`src/rtl/hit_detect_if.sv`:
```
// Bullet-table bus between the hit detector and the bullet table.
//
// The detector is the master: it drives the read address and the delete
// strobe. The table is the slave: it answers each read address with
// bullet_valid/bullet_x/bullet_y on the following cycle.
//
// Signals
//   bullet_rd_addr   master->slave  table read address
//   bullet_valid     slave->master  entry holds a live bullet
//   bullet_x/y       slave->master  bullet position in screen pixels
//   bullet_clr       master->slave  one-cycle delete strobe
//   bullet_clr_addr  master->slave  index deleted by bullet_clr
interface hit_detect_if #(
    parameter int NUM_BULLETS = 16
);
    localparam int AW = $clog2(NUM_BULLETS);

    logic [AW-1:0] bullet_rd_addr;
    logic          bullet_valid;
    logic [9:0]    bullet_x;
    logic [9:0]    bullet_y;
    logic          bullet_clr;
    logic [AW-1:0] bullet_clr_addr;

    modport master (
        output bullet_rd_addr,
        output bullet_clr,
        output bullet_clr_addr,
        input  bullet_valid,
        input  bullet_x,
        input  bullet_y
    );

    modport slave (
        input  bullet_rd_addr,
        input  bullet_clr,
        input  bullet_clr_addr,
        output bullet_valid,
        output bullet_x,
        output bullet_y
    );
endinterface

```
`src/rtl/hit_detect.sv`:
```
// Player/bullet collision detector.
//
// Once per video frame the bullet table is walked from index 0 upwards and
// every live bullet is tested against a square hitbox around the player.
// The first overlapping bullet is deleted from the table, is_hit is raised
// for HOLD_CYCLES cycles so the health counter samples it exactly once per
// sampling period, and the player becomes invulnerable for IFRAMES frames.
// While invulnerable, frame ticks only count the invulnerability down.
//
// Ports
//   clk, rst          clock, synchronous active-high reset
//   frame_tick        one-cycle pulse per video frame
//   player_x/y        player centre (latched when a scan starts)
//   bus               bullet-table master port (read address, read data,
//                     delete strobe/address)
//   is_hit            hit level, high HOLD_CYCLES cycles per hit
//   invuln            high while invulnerability frames remain
//   busy              high while scanning or clearing
module hit_detect #(
    parameter int NUM_BULLETS = 16,
    parameter int HIT_R       = 4,
    parameter int HOLD_CYCLES = 1000002,
    parameter int IFRAMES     = 60
) (
    input  logic                clk,
    input  logic                rst,
    input  logic                frame_tick,
    input  logic [9:0]          player_x,
    input  logic [9:0]          player_y,
    hit_detect_if.master        bus,
    output logic                is_hit,
    output logic                invuln,
    output logic                busy
);

    localparam int AW = $clog2(NUM_BULLETS);
    localparam int HW = (HOLD_CYCLES > 0) ? $clog2(HOLD_CYCLES + 1) : 1;
    localparam int IW = (IFRAMES > 0) ? $clog2(IFRAMES + 1) : 1;

    localparam logic [AW-1:0] LAST_IDX = AW'(NUM_BULLETS - 1);

    localparam logic [1:0] ST_IDLE  = 2'd0;
    localparam logic [1:0] ST_SCAN  = 2'd1;
    localparam logic [1:0] ST_CLEAR = 2'd2;

    // ------------------------------------------------------------------
    // State
    // ------------------------------------------------------------------
    logic [1:0]       state_reg,      state_next;
    logic [AW-1:0]    addr_reg,       addr_next;
    // issuing: an address is still being presented this cycle.
    logic             issuing_reg,    issuing_next;
    // cmp_valid/cmp_idx: table data on the bus this cycle belongs to the
    // address presented one cycle earlier.
    logic             cmp_valid_reg,  cmp_valid_next;
    logic [AW-1:0]    cmp_idx_reg,    cmp_idx_next;
    logic             clr_reg,        clr_next;
    logic [AW-1:0]    clr_addr_reg,   clr_addr_next;
    logic [HW-1:0]    hold_cnt_reg,   hold_cnt_next;
    logic [IW-1:0]    inv_cnt_reg,    inv_cnt_next;
    // Index 0 is x, index 1 is y; both axes share the same comparator.
    logic [1:0][9:0]  player_pos_reg, player_pos_next;

    // ------------------------------------------------------------------
    // Hitbox test, one comparator per axis
    // ------------------------------------------------------------------
    logic [1:0][9:0]  bullet_pos;
    logic [1:0]       axis_near;
    logic             bullet_hit;

    assign bullet_pos = {bus.bullet_y, bus.bullet_x};

    genvar gi;
    generate
        for (gi = 0; gi < 2; gi++) begin : g_axis
            logic signed [10:0] diff;
            logic        [10:0] mag;

            // Zero-extend before subtracting so screen edges never wrap:
            // 0 and 1023 are 1023 apart, not 1.
            assign diff = $signed({1'b0, bullet_pos[gi]}) - $signed({1'b0, player_pos_reg[gi]});
            assign mag  = diff[10] ? 11'(-diff) : 11'(diff);
            assign axis_near[gi] = (mag <= 11'(HIT_R));
        end
    endgenerate

    assign bullet_hit = bus.bullet_valid & (&axis_near);

    // ------------------------------------------------------------------
    // Next-state logic
    // ------------------------------------------------------------------
    always_comb begin
        state_next      = state_reg;
        addr_next       = addr_reg;
        issuing_next    = issuing_reg;
        cmp_valid_next  = 1'b0;
        cmp_idx_next    = cmp_idx_reg;
        clr_next        = 1'b0;
        clr_addr_next   = clr_addr_reg;
        player_pos_next = player_pos_reg;
        inv_cnt_next    = inv_cnt_reg;
        hold_cnt_next   = (hold_cnt_reg != '0) ? hold_cnt_reg - HW'(1) : hold_cnt_reg;

        case (state_reg)
            ST_IDLE: begin
                issuing_next = 1'b0;
                if (frame_tick) begin
                    if (inv_cnt_reg == '0) begin
                        state_next      = ST_SCAN;
                        addr_next       = '0;
                        issuing_next    = 1'b1;
                        player_pos_next = {player_y, player_x};
                    end else begin
                        inv_cnt_next = inv_cnt_reg - IW'(1);
                    end
                end
            end

            ST_SCAN: begin
                // Address pipeline: the entry read now is compared next cycle.
                cmp_valid_next = issuing_reg;
                cmp_idx_next   = addr_reg;
                if (issuing_reg) begin
                    if (addr_reg == LAST_IDX) begin
                        issuing_next = 1'b0;
                    end else begin
                        addr_next = addr_reg + AW'(1);
                    end
                end

                if (cmp_valid_reg && bullet_hit) begin
                    // First hit wins; the in-flight read is discarded and the
                    // address freezes so later entries are never looked at.
                    state_next     = ST_CLEAR;
                    addr_next      = addr_reg;
                    issuing_next   = 1'b0;
                    cmp_valid_next = 1'b0;
                    clr_next       = 1'b1;
                    clr_addr_next  = cmp_idx_reg;
                    hold_cnt_next  = HW'(HOLD_CYCLES);
                    inv_cnt_next   = IW'(IFRAMES);
                end else if (cmp_valid_reg && (cmp_idx_reg == LAST_IDX)) begin
                    state_next     = ST_IDLE;
                    cmp_valid_next = 1'b0;
                end
            end

            ST_CLEAR: begin
                // The delete strobe and hit level are already on the outputs;
                // frame ticks arriving here are simply ignored.
                state_next = ST_IDLE;
            end

            default: begin
                state_next = ST_IDLE;
            end
        endcase
    end

    // ------------------------------------------------------------------
    // Registers
    // ------------------------------------------------------------------
    always_ff @(posedge clk) begin
        if (rst) begin
            state_reg      <= ST_IDLE;
            addr_reg       <= '0;
            issuing_reg    <= 1'b0;
            cmp_valid_reg  <= 1'b0;
            cmp_idx_reg    <= '0;
            clr_reg        <= 1'b0;
            clr_addr_reg   <= '0;
            hold_cnt_reg   <= '0;
            inv_cnt_reg    <= '0;
            player_pos_reg <= '0;
        end else begin
            state_reg      <= state_next;
            addr_reg       <= addr_next;
            issuing_reg    <= issuing_next;
            cmp_valid_reg  <= cmp_valid_next;
            cmp_idx_reg    <= cmp_idx_next;
            clr_reg        <= clr_next;
            clr_addr_reg   <= clr_addr_next;
            hold_cnt_reg   <= hold_cnt_next;
            inv_cnt_reg    <= inv_cnt_next;
            player_pos_reg <= player_pos_next;
        end
    end

    // ------------------------------------------------------------------
    // Outputs
    // ------------------------------------------------------------------
    assign bus.bullet_rd_addr  = addr_reg;
    assign bus.bullet_clr      = clr_reg;
    assign bus.bullet_clr_addr = clr_addr_reg;
    assign is_hit              = (hold_cnt_reg != '0);
    assign invuln              = (inv_cnt_reg != '0);
    assign busy                = (state_reg != ST_IDLE);

endmodule

```
`src/flat_wrapper.sv`:
```
// flat-port wrapper written by rule: the top's interface ports become plain ports
module hit_detect_flat 
#(
    parameter int NUM_BULLETS = 16,
    parameter int HIT_R       = 4,
    parameter int HOLD_CYCLES = 1000002,
    parameter int IFRAMES     = 60
)
  (clk, rst, frame_tick, player_x, player_y, is_hit, invuln, busy, bus_bullet_rd_addr, bus_bullet_clr, bus_bullet_clr_addr, bus_bullet_valid, bus_bullet_x, bus_bullet_y);
  hit_detect_if #(.NUM_BULLETS(NUM_BULLETS)) bus_i ();
  input  logic clk;
  input  logic rst;
  input  logic frame_tick;
  input  logic [9:0] player_x;
  input  logic [9:0] player_y;
  output logic is_hit;
  output logic invuln;
  output logic busy;
  output wire logic [$bits(bus_i.bullet_rd_addr)-1:0] bus_bullet_rd_addr;
  output wire logic [$bits(bus_i.bullet_clr)-1:0] bus_bullet_clr;
  output wire logic [$bits(bus_i.bullet_clr_addr)-1:0] bus_bullet_clr_addr;
  input wire logic [$bits(bus_i.bullet_valid)-1:0] bus_bullet_valid;
  input wire logic [$bits(bus_i.bullet_x)-1:0] bus_bullet_x;
  input wire logic [$bits(bus_i.bullet_y)-1:0] bus_bullet_y;
  assign bus_bullet_rd_addr = bus_i.bullet_rd_addr;
  assign bus_bullet_clr = bus_i.bullet_clr;
  assign bus_bullet_clr_addr = bus_i.bullet_clr_addr;
  assign bus_i.bullet_valid = bus_bullet_valid;
  assign bus_i.bullet_x = bus_bullet_x;
  assign bus_i.bullet_y = bus_bullet_y;
  hit_detect #(.NUM_BULLETS(NUM_BULLETS), .HIT_R(HIT_R), .HOLD_CYCLES(HOLD_CYCLES), .IFRAMES(IFRAMES)) u_core (.clk(clk), .rst(rst), .frame_tick(frame_tick), .player_x(player_x), .player_y(player_y), .bus(bus_i), .is_hit(is_hit), .invuln(invuln), .busy(busy));
endmodule
```
`config.mk`:
```
export PLATFORM = sky130hd
export DESIGN_NAME = hit_detect_flat
export DESIGN_NICKNAME = d
export VERILOG_FILES = /design/src/rtl/hit_detect_if.sv /design/src/rtl/hit_detect.sv /design/src/flat_wrapper.sv
export SDC_FILE = /design/constraint.sdc
export NUM_CORES = 1
export LEC_CHECK = 0
export ABC_AREA = 1
export BUFFER_PORTS_ARGS = -buffer_cell sky130_fd_sc_hd__buf_4
export CAP_MARGIN = 25
export CORE_MARGIN = 2
export CORE_UTILIZATION = 25
export CTS_CLUSTER_SIZE = 10
export DETAILED_ROUTE_END_ITERATION = 8
export GPL_TIMING_DRIVEN = 0
export SETUP_SLACK_MARGIN = 0.5
export SYNTH_ARGS = -nofsm -noshare
export SYNTH_HDL_FRONTEND = slang
export SYNTH_SLANG_ARGS = --single-unit
```
`constraint.sdc`:
```
create_clock -name clk -period 2.5 [get_ports clk]
set_clock_uncertainty 0.1 [all_clocks]
set_input_delay 0.375 -clock clk [delete_from_list [all_inputs] [get_ports clk]]
set_output_delay 0.375 -clock clk [all_outputs]
set_load 0.1 [all_outputs]
```
Yosys cells after proc, flatten, opt, wreduce, memory -nomap -nowiden
Cells that the tools add are included.
{"block": "totals", "regBits": 63, "inputBits": 44, "out_inout_bits": 12, "word_cells": 76}
{"block": "classes", "add_sub_neg": 7, "order_cmp": 2, "n_eq_ne": 11, "n_mux": 27, "n_bitwise": 2, "reduce_logical": 16}
{"operator": "$mux W20", "n": 3}
{"operator": "$le A11 B3 Y1 const B", "n": 2}
{"operator": "$mux W11", "n": 2}
{"operator": "$neg A11 Y11", "n": 2}
{"operator": "$sub A10 B10 Y11", "n": 2}
{"operator": "$mux W4", "n": 5}
{"operator": "$reduce_bool A20 Y1", "n": 1}
{"operator": "$sub A20 B1 Y20 const B", "n": 1}
{"operator": "$mux W6", "n": 3}
{"operator": "$pmux W6 S2", "n": 1}
{"operator": "$eq A4 B4 Y1 const B", "n": 2}
{"operator": "$mux W2", "n": 4}
{"operator": "$ne A2 B2 Y1 const B", "n": 4}
{"operator": "$pmux W4 S2", "n": 1}
{"operator": "$logic_not A6 Y1", "n": 1}
{"operator": "$mux W1", "n": 6}
{"operator": "$ne A2 B1 Y1 const B", "n": 3}
{"operator": "$reduce_and A3 Y1", "n": 2}
{"operator": "$reduce_and A6 Y1", "n": 1}
{"operator": "$reduce_bool A6 Y1", "n": 1}
{"operator": "$sub A6 B1 Y6 const B", "n": 1}
{"operator": "$add A4 B1 Y4 const B", "n": 1}
{"operator": "$pmux W2 S2", "n": 1}
{"operator": "$reduce_and A2 Y1", "n": 2}
{"operator": "11 further kinds", "n": 13}

Longest topological paths before layout
{"block": "depth", "word_depth": 9, "depth_mapped": 25, "depth_no_buf": 24}

Worst setup path before layout
Ideal clock, no wire load.
{"block": "synth_path", "path_type": "input -> register", "start": "input bus_bullet_x[0]", "end": "register u_core.clr_addr_reg[1], in the netlist u_core.bus.bullet_clr_addr[1]", "setup_ns": 0.124, "arrival_ns": 2.507, "required_time_ns": 2.276, "path_slack_ns": -0.231, "stages": 21, "path_buffers": 0, "cell_sequence": "inv_1 ha_1 inv_1 fa_1 inv_1 nand2_1 nand2_1 nand3b_1 nand3b_4 nor2_1 nand3b_1 nand2_1 nand2_1 nand2_1 inv_1 nor2_2 nand3_2 nand2_2 inv_2 nand2_1 o21ai_0"}
{"block": "synth_via", "elab_chain_len": 8}
{"item": "from (decl)", "line_no": "flat_wrapper.sv:23", "source": "input wire logic [$bits(bus_i.bullet_x)-1:0] bus_bullet_x;"}
{"item": "$sub A10 B10 Y11 *", "line_no": "hit_detect.sv:81", "source": "assign diff = $signed({1'b0, bullet_pos[gi]}) - $signed({1'b0, player_pos_reg[gi]});"}
{"item": "$neg A11 Y11", "line_no": "hit_detect.sv:82", "source": "assign mag = diff[10] ? 11'(-diff) : 11'(diff);"}
{"item": "$mux W11 *", "line_no": "hit_detect.sv:82"}
{"item": "$le A11 B3 Y1 *", "line_no": "hit_detect.sv:83", "source": "assign axis_near[gi] = (mag <= 11'(HIT_R));"}
{"item": "$reduce_and A2 Y1 *", "line_no": "hit_detect.sv:87", "source": "assign bullet_hit = bus.bullet_valid & (&axis_near);"}
{"item": "$and A1 B1 Y1 *", "line_no": "hit_detect.sv:87"}
{"item": "$logic_and A1 B1 Y1 *", "line_no": "hit_detect.sv:131", "source": "if (cmp_valid_reg && bullet_hit) begin"}
{"item": "$reduce_and A2 Y1 (no line) *"}
{"item": "to (signal assigned)", "line_no": "hit_detect.sv:182", "source": "clr_addr_reg <= clr_addr_next;"}
{"item": "to (decl)", "line_no": "hit_detect.sv:58", "source": "logic [AW-1:0] clr_addr_reg, clr_addr_next;"}
Mark *: on every way between the ends. The rest lies on a longest branch, timed or not.
A chain may end at the register's enable or synchronous reset.

Worst setup path after layout
{"block": "layout_path", "start": "register u_core.player_pos_reg[10] in the netlist's numbering", "end": "register u_core.inv_cnt_reg[4]"}
{"block": "layout_via", "elab_chain_len": 9}
{"item": "from (decl)", "line_no": "hit_detect.sv:62", "source": "logic [1:0][9:0] player_pos_reg, player_pos_next;"}
{"item": "from (signal assigned)", "line_no": "hit_detect.sv:185", "source": "player_pos_reg <= player_pos_next;"}
{"item": "$sub A10 B10 Y11 *", "line_no": "hit_detect.sv:81"}
{"item": "$neg A11 Y11", "line_no": "hit_detect.sv:82"}
{"item": "$mux W11 *", "line_no": "hit_detect.sv:82"}
{"item": "$le A11 B3 Y1 *", "line_no": "hit_detect.sv:83"}
{"item": "$reduce_and A2 Y1 *", "line_no": "hit_detect.sv:87"}
{"item": "$and A1 B1 Y1 *", "line_no": "hit_detect.sv:87"}
{"item": "$logic_and A1 B1 Y1 *", "line_no": "hit_detect.sv:131"}
{"item": "$ne A2 B1 Y1 (no line) *"}
{"item": "$reduce_and A4 Y1 (no line) *"}
{"item": "to (signal assigned)", "line_no": "hit_detect.sv:184", "source": "inv_cnt_reg <= inv_cnt_next;"}
{"item": "to (decl)", "line_no": "hit_detect.sv:60", "source": "logic [IW-1:0] inv_cnt_reg, inv_cnt_next;"}
Marked as above.

==> results.tsv <==
metric	value	unit
status	finished with violations	
violations	setup timing	
finalNonFillerCells	1113	
p_comb_frac	0.701	
ctsHoldBuffers	0	
yosysMostFrequentCell	nand2_1	
start_util	0.253	
postRouteAntennaNets	0	
routed_wl	13.3	mm
hp-class	in -> reg	
remaining_drc_errors	0	
h-tree-depth	3	
clock_latency	340	ps
n_antenna_cell	0	
grt_pass1_wl	21.9	mm
worst_slack	-409	ps
place.port_buffers	55	
rsz0062_at_grt	true	
grt_pass1_vias	4809	
yosys-top-cells-count	nand2_1, inv_1, nor2_1	
maxCapViolations	0	
netlist_instances	770	
grt_max_degree	11	
vias	5024	
power_frac_seq	0.170	
core-area	0.0185	sq mm
synth_edf_count	0	
switching_share	0.502	
dp_slack	-685	ps
gp_congestion	0.797	
ys_top_cells_by_area	dfxtp_1, nand2_1, inv_1	
syn_to_final_growth	44.2	%
arrival	3070	ps
cp.required	2660	ps
max_freq	0.344	GHz
tightestPinTransition	646	ps
clock_sinks	63	
hold_viol_final	0	
critPathMaxFanout	5	
intPower	4.80	mW
power	9.65	mW
route.met3.wl	546	um
max_slew_margin	0.569	
dr_wl_met2	6.26	mm
clkPwrFrac	0.129	
wl_per_cell	12.0	um
p_sw	4.85	mW
die_area	0.0198	sq mm
first_pass_iters	4	
finalCritPeriodShare	1.16	
vias_per_cell	4.51	
fin_area	0.00675	sq mm
ios	56	
placed_area	0.00550	sq mm
finalNetCount	943	
final_max_slew_viol_count	0	
fp.dieW	141	um
drive_gt1_frac	0.345	
fin_tns_setup	-11920	ps
netlist.area_leader.share	0.269	
grt_overflow	0	
power.density	1430	mW/mm^2
yosysTopAreaCell	dfxtp_1	
syn_avg_cell_area	6.08	sq um
cts_root_buf	clkbuf_16	
rows	50	
syn_nets	839	
dpl.hpwl	9.78	mm
path_clk_slew	50	ps
drt_iter0_drc	206	
seq_area_frac_synth	0.269	
die_y	141	um
setup_viol	39	
period_needed	2910	ps
synth.distinct_cells	36	
cts_buffer_depth	2	
async_reset_ff_frac	0	
grtUsageTotal	0.135	
ys_warn_count	0	
cts_tree	built	
yosys_most_used_dff	dfxtp_1	
whs	165	ps
wl_met1	6.42	mm
path_class	reg -> reg	
dr.max_layer_used	met4	
synth_seq_cells	63	
numCtsBuffers	9	
finalCoreUtilization	0.365	
crit_path_end_kind	flip-flop	
dp_cells	1059	
antenna_found_initial	0	
synth_area	0.00468	sq mm
cp-start-kind	flip-flop	
peakVddDrop	785	uV
p_leak	3.20	nW
==> critical path, stage by stage, from the launching register on <==
cell and delay (ps):
dfxtp_4 380, ha_4 140, inv_4 40, fa_2 430, nand2_1 90, nand3_2 100, nand3_2 90, nand2_1 70
nand2_1 80, nand2_2 80, nor2_4 130, nand2_2 60, nand3_2 70, nand2_1 50, nor2_1 100, nand2_1 90
nor2_4 150, nand3_4 120, buf_6 180, nand2_2 80, nand2_2 50, a21oi_1 140
==> path summary, 6_finish.rpt <==
kind | from | to | slack (ps) | depth (start not counted)
max | u_core.player_pos_reg[10] | u_core.inv_cnt_reg[4] | -410 | 21
min | player_x[0] | u_core.player_pos_reg[0] | 170 | 3
max reg2reg | u_core.player_pos_reg[10] | u_core.inv_cnt_reg[4] | -410 | 21
min reg2reg | u_core.inv_cnt_reg[0] | u_core.inv_cnt_reg[0] | 350 | 1
==> power groups by stage <==
stage	clock network (mW)	registers, mW	logic (mW)
floorplan	0	1.63	4.09
global placement	0	1.60	5.10
detailed placement	0	1.60	5.17
CTS	1.26	1.61	5.93
global route	1.31	1.68	7.53
finish	1.24	1.64	6.77
==> layer usage <==
layer  vias up  global-route usage
li1       2652                   -
met1      2276               0.170
met2        87               0.233
met3         9              0.0353
met4         0              0.0274
met5         -                   0
==> layout by cell type, fill, tap and decap left out, types with 4 or more instances in the layout <==
cell type and instances:
xor2_1 12, nand4_1 12, a21oi_2 7, dfxtp_1 56, ha_1 8, nor3_1 5, nand2_1 176, o21ai_2 14
inv_4 4, nand3_4 6, ha_4 11, clkbuf_1 6, o21ai_1 12, ha_2 4, buf_4 86, xnor2_1 6
inv_2 18, nor2_2 19, nand2_4 8, clkbuf_16 9, buf_6 9, o21ai_0 10, nand3_1 55, nor2_1 72
dfxtp_2 4, nor2_4 12, nand3_2 16, inv_1 99, nand2_2 46, a21oi_1 36
==> cell families after synthesis <==
family	count (synthesis)	synth area share
DFF	63	0.269
adders and majority gates	25	0.0700
buffers and inverters	136	0.114
and+or+nand+nor	439	0.408
AOI/OAI and AO/OA	88	0.101
xor gates and xnor gates	19	0.0371
==> timing repair <==
item	in CTS	in global routing
hold endpoints to repair	0	0
endpoints found under the setup margin	55	61
cloned	2	0
setup buffers	22	14
resized for setup	95	121
pin swaps	30	39
==> final cells by class <==
class                   instances  area [sq um]
flip-flops and latches         63          1280
plain buffers                  12          85.1
multi-input cells             571          3560
clock inverters                 4          45.0
clock buffers                  12           246
well taps                     234           293
inverters                     124           490
repair buffers                 92           747
fillers                      2001         11800
repair inverters                1          6.26
(Power assumes the default switching activity.)
